===== src/rtl/alu_issue_ctrl.sv =====
// Issue controller for a multi-cycle ALU: queues commands in a small FIFO, issues them
// in order, traps divide-by-zero and stalled operations, and holds each result for the consumer.
module alu_issue_ctrl #(
    parameter int W       = 8,
    parameter int DEPTH   = 4,
    parameter int TIMEOUT = 16
) (
    input  logic             clk,
    input  logic             rst,
    input  logic             in_valid,
    output logic             in_ready,
    input  logic [W-1:0]     in_x,
    input  logic [W-1:0]     in_y,
    input  logic [1:0]       in_op,
    output logic [W-1:0]     alu_x,
    output logic [W-1:0]     alu_y,
    output logic [1:0]       alu_op,
    output logic             alu_start,
    input  logic [2*W-1:0]   alu_z,
    input  logic             alu_done,
    output logic             out_valid,
    input  logic             out_ready,
    output logic [2*W-1:0]   out_z,
    output logic [1:0]       out_op,
    output logic             out_err
);
    localparam int AW = (DEPTH > 1) ? $clog2(DEPTH) : 1;
    localparam int CW = $clog2(DEPTH + 1);
    localparam int TW = $clog2(TIMEOUT + 1);

    typedef struct packed {
        logic [W-1:0] x;
        logic [W-1:0] y;
        logic [1:0]   op;
    } cmd_t;

    typedef enum logic [1:0] {S_IDLE, S_BUSY, S_RESULT} state_t;

    state_t          r_state;
    state_t          w_state_nxt;
    cmd_t            r_mem [DEPTH];
    logic [AW-1:0]   r_wp;
    logic [AW-1:0]   r_rp;
    logic [CW-1:0]   r_count;
    logic [TW-1:0]   r_tcnt;
    cmd_t            r_alu;
    logic            r_alu_start;
    logic [2*W-1:0]  r_out_z;
    logic [1:0]      r_out_op;
    logic            r_out_err;

    cmd_t            w_head;
    logic            w_head_dz;
    logic            w_push;
    logic            w_take;
    logic            w_pop;
    logic            w_issue;
    logic            w_dz;
    logic            w_capture;
    logic            w_timeout;

    // Acceptance depends on occupancy alone, so a full FIFO never admits a push even while popping.
    assign in_ready  = (r_count < CW'(DEPTH));
    assign w_push    = in_valid & in_ready;
    assign w_head    = r_mem[r_rp];
    assign w_head_dz = (w_head.op == 2'b11) && (w_head.y == '0);
    assign w_take    = (r_count != '0) &&
                       ((r_state == S_IDLE) || ((r_state == S_RESULT) && out_ready));

    // NOTE: every signal gets its default first so no path through the block can infer a latch.
    always_comb begin
        w_state_nxt = r_state;
        w_pop       = 1'b0;
        w_issue     = 1'b0;
        w_dz        = 1'b0;
        w_capture   = 1'b0;
        w_timeout   = 1'b0;
        if (r_state == S_BUSY) begin
            if (alu_done) begin
                w_capture   = 1'b1;
                w_state_nxt = S_RESULT;
            end else if (r_tcnt == TW'(TIMEOUT)) begin
                w_timeout   = 1'b1;
                w_state_nxt = S_RESULT;
            end
        end else if (w_take) begin
            w_pop = 1'b1;
            if (w_head_dz) begin
                w_dz        = 1'b1;
                w_state_nxt = S_RESULT;
            end else begin
                w_issue     = 1'b1;
                w_state_nxt = S_BUSY;
            end
        end else if ((r_state == S_RESULT) && out_ready) begin
            w_state_nxt = S_IDLE;
        end
    end

    always_ff @(posedge clk) begin
        if (rst) r_state <= S_IDLE;
        else     r_state <= w_state_nxt;
    end

    // NOTE: FIFO storage has no reset; the count and pointers alone decide which entries are live.
    always_ff @(posedge clk) begin
        if (w_push) r_mem[r_wp] <= {in_x, in_y, in_op};
    end

    always_ff @(posedge clk) begin
        if (rst) begin
            r_wp        <= '0;
            r_rp        <= '0;
            r_count     <= '0;
            r_tcnt      <= '0;
            r_alu       <= '0;
            r_alu_start <= 1'b0;
            r_out_z     <= '0;
            r_out_op    <= '0;
            r_out_err   <= 1'b0;
        end else begin
            if (w_push) r_wp <= r_wp + AW'(1);
            if (w_pop)  r_rp <= r_rp + AW'(1);
            r_count <= r_count + CW'(w_push) - CW'(w_pop);

            if (w_issue) begin
                r_alu       <= w_head;
                r_alu_start <= 1'b1;
                r_tcnt      <= TW'(1);
            end else if (w_capture || w_timeout) begin
                r_alu_start <= 1'b0;
                r_tcnt      <= '0;
            end else if (r_state == S_BUSY) begin
                r_tcnt <= r_tcnt + TW'(1);
            end

            if (w_capture) begin
                r_out_z   <= alu_z;
                r_out_op  <= r_alu.op;
                r_out_err <= 1'b0;
            end else if (w_timeout) begin
                r_out_z   <= '0;
                r_out_op  <= r_alu.op;
                r_out_err <= 1'b1;
            end else if (w_dz) begin
                r_out_z   <= '1;
                r_out_op  <= 2'b11;
                r_out_err <= 1'b1;
            end
        end
    end

    assign alu_x     = r_alu.x;
    assign alu_y     = r_alu.y;
    assign alu_op    = r_alu.op;
    assign alu_start = r_alu_start;
    assign out_valid = (r_state == S_RESULT);
    assign out_z     = r_out_z;
    assign out_op    = r_out_op;
    assign out_err   = r_out_err;
endmodule


===== config.mk =====
export PLATFORM = sky130hd
export DESIGN_NAME = alu_issue_ctrl
export DESIGN_NICKNAME = d
export VERILOG_FILES = /design/src/rtl/alu_issue_ctrl.sv
export SDC_FILE = /design/constraint.sdc
export NUM_CORES = 1
export LEC_CHECK = 0
export ABC_AREA = 1
export CAP_MARGIN = 0
export CORE_AREA = 2 2 143 75
export CTS_CLUSTER_SIZE = 8
export DETAILED_ROUTE_END_ITERATION = 10
export DIE_AREA = 0 0 145 77
export MAX_ROUTING_LAYER = met4
export PLACE_DENSITY = 0.79
export SETUP_SLACK_MARGIN = 0.4
export SYNTH_ARGS = -nofsm -noshare
export SYNTH_HDL_FRONTEND = slang
export SYNTH_SLANG_ARGS = --single-unit

===== constraint.sdc =====
create_clock -name clk -period 2.8 [get_ports clk]
set_clock_uncertainty 0.05 [all_clocks]
set_input_delay 0.42 -clock clk [delete_from_list [all_inputs] [get_ports clk]]
set_output_delay 0.42 -clock clk [all_outputs]
set_load 0.02 [all_outputs]

==> results of run 1 <==
## area by class of cell
type,count,area (µm²),area share (%)
Sequential cell,126,3240,47.8
Multi-Input combinational cell,335,1510,22.3
Timing Repair Buffer,91,878,12.9
Clock buffer,19,443,6.52
Inverter,97,368,5.42
Tap cell,140,175,2.58
Clock inverter,13,170,2.51
## stage by stage
step / setup slack [ps] / area [µm²] / total power, mW
6_report: 647 / 6790 / 7.44
5_1_grt: 453 / 6790 / 7.92
4_1_cts: 498 / 6790 / 7.46
3_5_place_dp: 338 / 6170 / 5.14
3_3_place_gp: 405 / 6170 / 5.04
2_1_floorplan: 655 / 5260 / 4.32
## critical path, cell delays in order (launching register included)
cell and delay (ps):
dfxtp_1 310, inv_1 90, nor2_1 60, nand2_1 90
o21ai_0 100, nand2_1 100, clkinv_1 110, ha_1 290
inv_1 40, ha_1 180, fa_1 360, inv_1 80
o21ai_0 90, a21oi_1 150
## power breakdown
group | switching [mW] | internal (mW)
Combinational | 1.64 | 0.974
Sequential | 0.213 | 2.34
Clock | 0.772 | 1.50
## logic make-up (layout without fill, tap and decap cells)
family,count (synthesis),count (layout)
xor+xnor,4,4
fa+ha+maj,9,9
buf+inv,119,220
compound gates,46,46
flops,126,126
simple gates,276,276
## cell usage after synthesis (all sizes together)
cell type  number
xor2            3
xnor2           1
fa              1
a21boi          1
nor3            1
nor2          103
o21ai          25
a21oi          11
clkbuf          8
nand2         128
nand3          41
dfxtp          54
clkinv          2
buf            14
inv            95
a32o            1
ha              8
nand4           3
edfxtp         72
o22ai           8
## routing by layer
layer | global-route usage [%] | wire length, µm
met1 | 29.9 | 5550
met2 | 36.7 | 5520
met5 | - | 0
met3 | 6.31 | 700
met4 | 8.32 | 136
## repair_timing
| action | in CTS | in global routing |
|---|---|---|
| setup endpoints to repair | 0 | 17 |
| resized for setup | 0 | 2 |
| hold endpoints to repair | 0 | 0 |
## state kept, by name (all words and copies together), names as in the netlist, named ones only
signal,flops
r_mem,72
out_err,1
alu_op,2
alu_start,1
r_wp,2
out_z,16
r_state,2
r_rp,2
alu_x,8
out_op,2
r_tcnt,5
r_count,3
alu_y,8
## worst min-delay path by stage
stage                   start   endpoint  slack (ps)  depth (start not counted)
finish                r_rp[1]       flop         430                          2
detailed placement    r_rp[0]       flop         410                          1
global route          r_rp[0]    r_rp[0]         460                          1
floorplan             r_rp[1]       flop         390                          2
global placement    alu_start  alu_start         390                          2
CTS                   r_rp[1]    r_rp[1]         440                          2
==> metrics, run 1 <==
status completed; diode count 0; IO Port Bufs 78; vias in the first global route 4042; Worst Reg-to-Reg Cells 13; wire length per cell 14.5 µm; Final Wtd Congestion 0.818; first-pass GRT wire length 19800 µm; Hold WS 432 ps; pin count of the biggest net entering global routing 39; Final Hold Fails 0; Initial Util 53.0%; Die Wd 145 µm; post-DP HPWL 7640 µm; DR pass1 iterations 5; critical path peak fanout 3; Compound-Gate Fraction of Synth Area 4.71%; RSZ-0062 raised after global routing false; Final Routed Wirelength 11900 µm; clk buf depth 2; highest ir drop seen on vdd 0.703 mV; leading area contributor after synthesis edfxtp_1; worst skew pair latency 410 ps; RR Endpoint r_count[2]; post-synthesis adder-cell area fraction 2.29%; commonest non-fill, non-tap cell in the layout nand2_1; Setup crit end r_count[2]; Worst-Margin Slew 398 ps; setup bufs post-CTS 0; Vias 4034; number of fillers in the final layout 734; mux contribution to synthesized area 0%; setup TNS 0 ps; Finished Core Util 68.4%; Yosys Warn Count 0; PD cells 1100 nW/µm²; count of non-filler cells in the finished layout 821; CTS clk-pin slew, worst paths 50 ps; CTS tree yes; Clock Sinks 126; Avg Vias per Cell 4.91; setup violators final 0; row cnt 26; TritonCTS Buffers 17; Cell variety after synth 28; minimum clock period 2150 ps; part of the cycle the worst path needs 76.9%; maximum clock rate 465 MHz; grt total ovfl 0; FF+latch count, synth 126; CTS H-Tree Depth 4; Hold Path Class flop to flop; fin nets 716; WP data required 3090 ps; CTS root buffer clkbuf_16; Core Region 9920 µm²; initial antenna violation count 0; drt drc 0; hold buffers post-CTS 0; DRT iter0 DRCs 314; synth top area cells edfxtp_1 41%, dfxtp_1 21%, nand2_1 9.1%; CP Class flop to flop; commonest cells after routing, fill and taps aside 128 x nand2_1, 100 x nor2_1, 93 x inv_1; placed cells 789; P_leak 3.00 nW; R2R Setup Slk 650 ps; number of primary I/O pins 79; reg2reg start r_state[1]; Simple-Gate Fraction of Synth Area 21.1%; critical path capture point type flop; syn_area_per_cell 9.06 µm²; Crit path arrival time 2440 ps; Startpoint Class flop; layout cells sized above 1 7.20%; sequential cell area fraction in the yosys report 61.7%; Post-Synthesis Net Count 628; die area 11200 µm²; P&R area growth vs syn 29.2%; Gate Count Post-Synth 580; die height 77 µm; ANT nets after route 0; share of the synthesized area in the top cell type 41.1%; Synth Area in XOR/XNOR 0.667%; synthesized cell area 5260 µm²; Rel. slew slack 73.4%; maxcap violations 0; largest family of logic cells by synthesized area simple AND/OR/NAND/NOR gates; Slew Viols, Final 0; Critical Path Source r_state[1]; gr usage total 23.5%
(Power assumes the default switching activity.)
==> run 2, diff against run 1 <==
==> constraint.sdc (replaced) <==
create_clock -name clk -period 2.1 [get_ports clk]
set_clock_uncertainty 0.05 [all_clocks]
set_input_delay 0.315 -clock clk [delete_from_list [all_inputs] [get_ports clk]]
set_output_delay 0.315 -clock clk [all_outputs]
set_load 0.02 [all_outputs]
==> metrics, run 2 (synthesis gave the netlist of run 1 again) <==
status completed; minimum clock period 1980 ps; initial antenna violation count 0; setup violators final 0; post-DP HPWL 8090 µm; Die Wd 145 µm; commonest cells after routing, fill and taps aside 96 x nand2_1, 88 x inv_1, 78 x nor2_1; ANT nets after route 0; Crit path arrival time 2290 ps; die height 77 µm; first-pass GRT wire length 22600 µm; setup slack at placement -266 ps; Reg area 3250 µm²; DR pass1 iterations 5; placed cells 794; Met2 Routed Length 7310 µm; TritonCTS Buffers 17; DRT iter0 DRCs 389; part of the cycle the worst path needs 94.5%; multi-input combinational cell area 1870 µm²; Worst-Margin Slew 536 ps; design area 7770 µm²; fin nets 761; pin count of the biggest net entering global routing 25; IO Port Bufs 78; CP max-delay cell dfxtp_4; crit path cell chain buf_12 > buf_16 > nand2_4 > nand3_4 > nand2_2 > nand2_2 > nor2_4 > nand3_4 > nand2_8 > buf_6 > clkbuf_16 > nor2_1 > nor2_1; wire length per cell 17.3 µm; Rel. slew slack 64.2%; die area 11200 µm²; number of primary I/O pins 79; combinational power share 46.7%; commonest non-fill, non-tap cell in the layout nand2_1; highest cell delay on the worst timing path 400 ps; Vias 4440; met1 WL 6420 µm; maximum clock rate 504 MHz; final worst setup slack 115 ps; number of flip-flops under the largest register name 72; CTS root buffer clkbuf_16; grt total ovfl 0; Hold Path Class flop to flop; Net Sw Frac 37.4%; number of fillers in the final layout 582; diode count 0; top layer in use met4; maxcap violations 0; R2R Setup Slk 120 ps; PD cells 1610 nW/µm²; Pint 7.84 mW; critical path peak fanout 5; layout cells sized above 1 24.4%; RSZ-0062 raised after global routing true; CTS clk-pin slew, worst paths 60 ps; vias in the first global route 4602; gr usage total 27.1%; setup TNS 0 ps; hold buffers post-CTS 0; clock share of power 25.6%; WP data required 2400 ps; met3 WL 988 µm; Final Routed Wirelength 14900 µm; highest ir drop seen on vdd 0.887 mV; row cnt 26; CP Class flop to flop; Clock Sinks 126; P&R area growth vs syn 47.8%; clk buf depth 2; Initial Util 53.0%; Startpoint Class flop; Avg Vias per Cell 5.13; placed cell areas 6280 µm²; Core Region 9920 µm²; Final Wtd Congestion 0.825; worst skew pair latency 420 ps; P_leak 3.52 nW; Finished Core Util 78.3%; CTS H-Tree Depth 4; critical path capture point type flop; Final Hold Fails 0; Slew Viols, Final 0; drt drc 0; CTS tree yes; Flop pwr share 27.7%; count of non-filler cells in the finished layout 866; Reg with most FFs r_mem; NetSw 4.69 mW
[run 2: cell count changes in the layout (fill, tap and decap cells not counted), sizes merged]
cell           before  now
buf                13   55
bufinv              4    5
clkbuf             19   18
clkdlybuf4s50      78   38
clkinvlp            3    4
dlygate4sd2         0   40
inv                94   96
[run 2: final timing paths]
kind | startpoint | cells after the start | end
worst max register to register | flop | 13 | alu_x[0]
worst min-delay path | r_rp[1] | 2 | flop
worst max-delay path | flop | 13 | alu_x[0]
worst min register to register | r_rp[1] | 2 | flop
[run 2: through the flow]
| stage | total power, mW | hold slack [ps] |
|---|---|---|
| floorplan | 5.78 | 364 |
| global route | 13.2 | 446 |
| CTS | 11.6 | 434 |
| finish | 12.5 | 417 |
| global placement | 6.90 | 397 |
| detailed placement | 7.06 | 409 |
[run 2: worst max-delay path, delay by kind of cell (launching register included)]
family        cells  cell delay, ps
flops             1             400
simple gates      9             880
buf+inv           4             580
[run 2: layer usage]
layer,vias up,track usage [%]
met4,0,6.63
met3,29,8.69
li1,2102,-
met2,170,44.3
met5,-,-
met1,2139,33.2
[run 2: final cells by class]
type	count	area share [%]
inverters	97	4.94
well taps	140	2.25
clock buffers	17	5.48
multi-input cells	335	24.0
flip-flops and latches	126	41.9
repair inverters	2	0.322
repair buffers	134	18.2
clock inverters	15	2.83
[run 2: power groups by stage]
| stage | Combinational (mW) | Sequential (mW) | Clock [mW] |
|---|---|---|---|
| floorplan | 2.09 | 3.69 | 0 |
| global placement | 3.49 | 3.41 | 0 |
| detailed placement | 3.63 | 3.44 | 0 |
| CTS | 4.93 | 3.44 | 3.22 |
| global route | 6.28 | 3.52 | 3.35 |
| finish | 5.85 | 3.47 | 3.21 |
[run 2: repair_timing]
action | in CTS | in global routing
cloned | 7 | 1
setup buffers | 24 | 8
pin swaps | 5 | 38
endpoints found under the setup margin | 86 | 47
gates resized for setup | 101 | 65
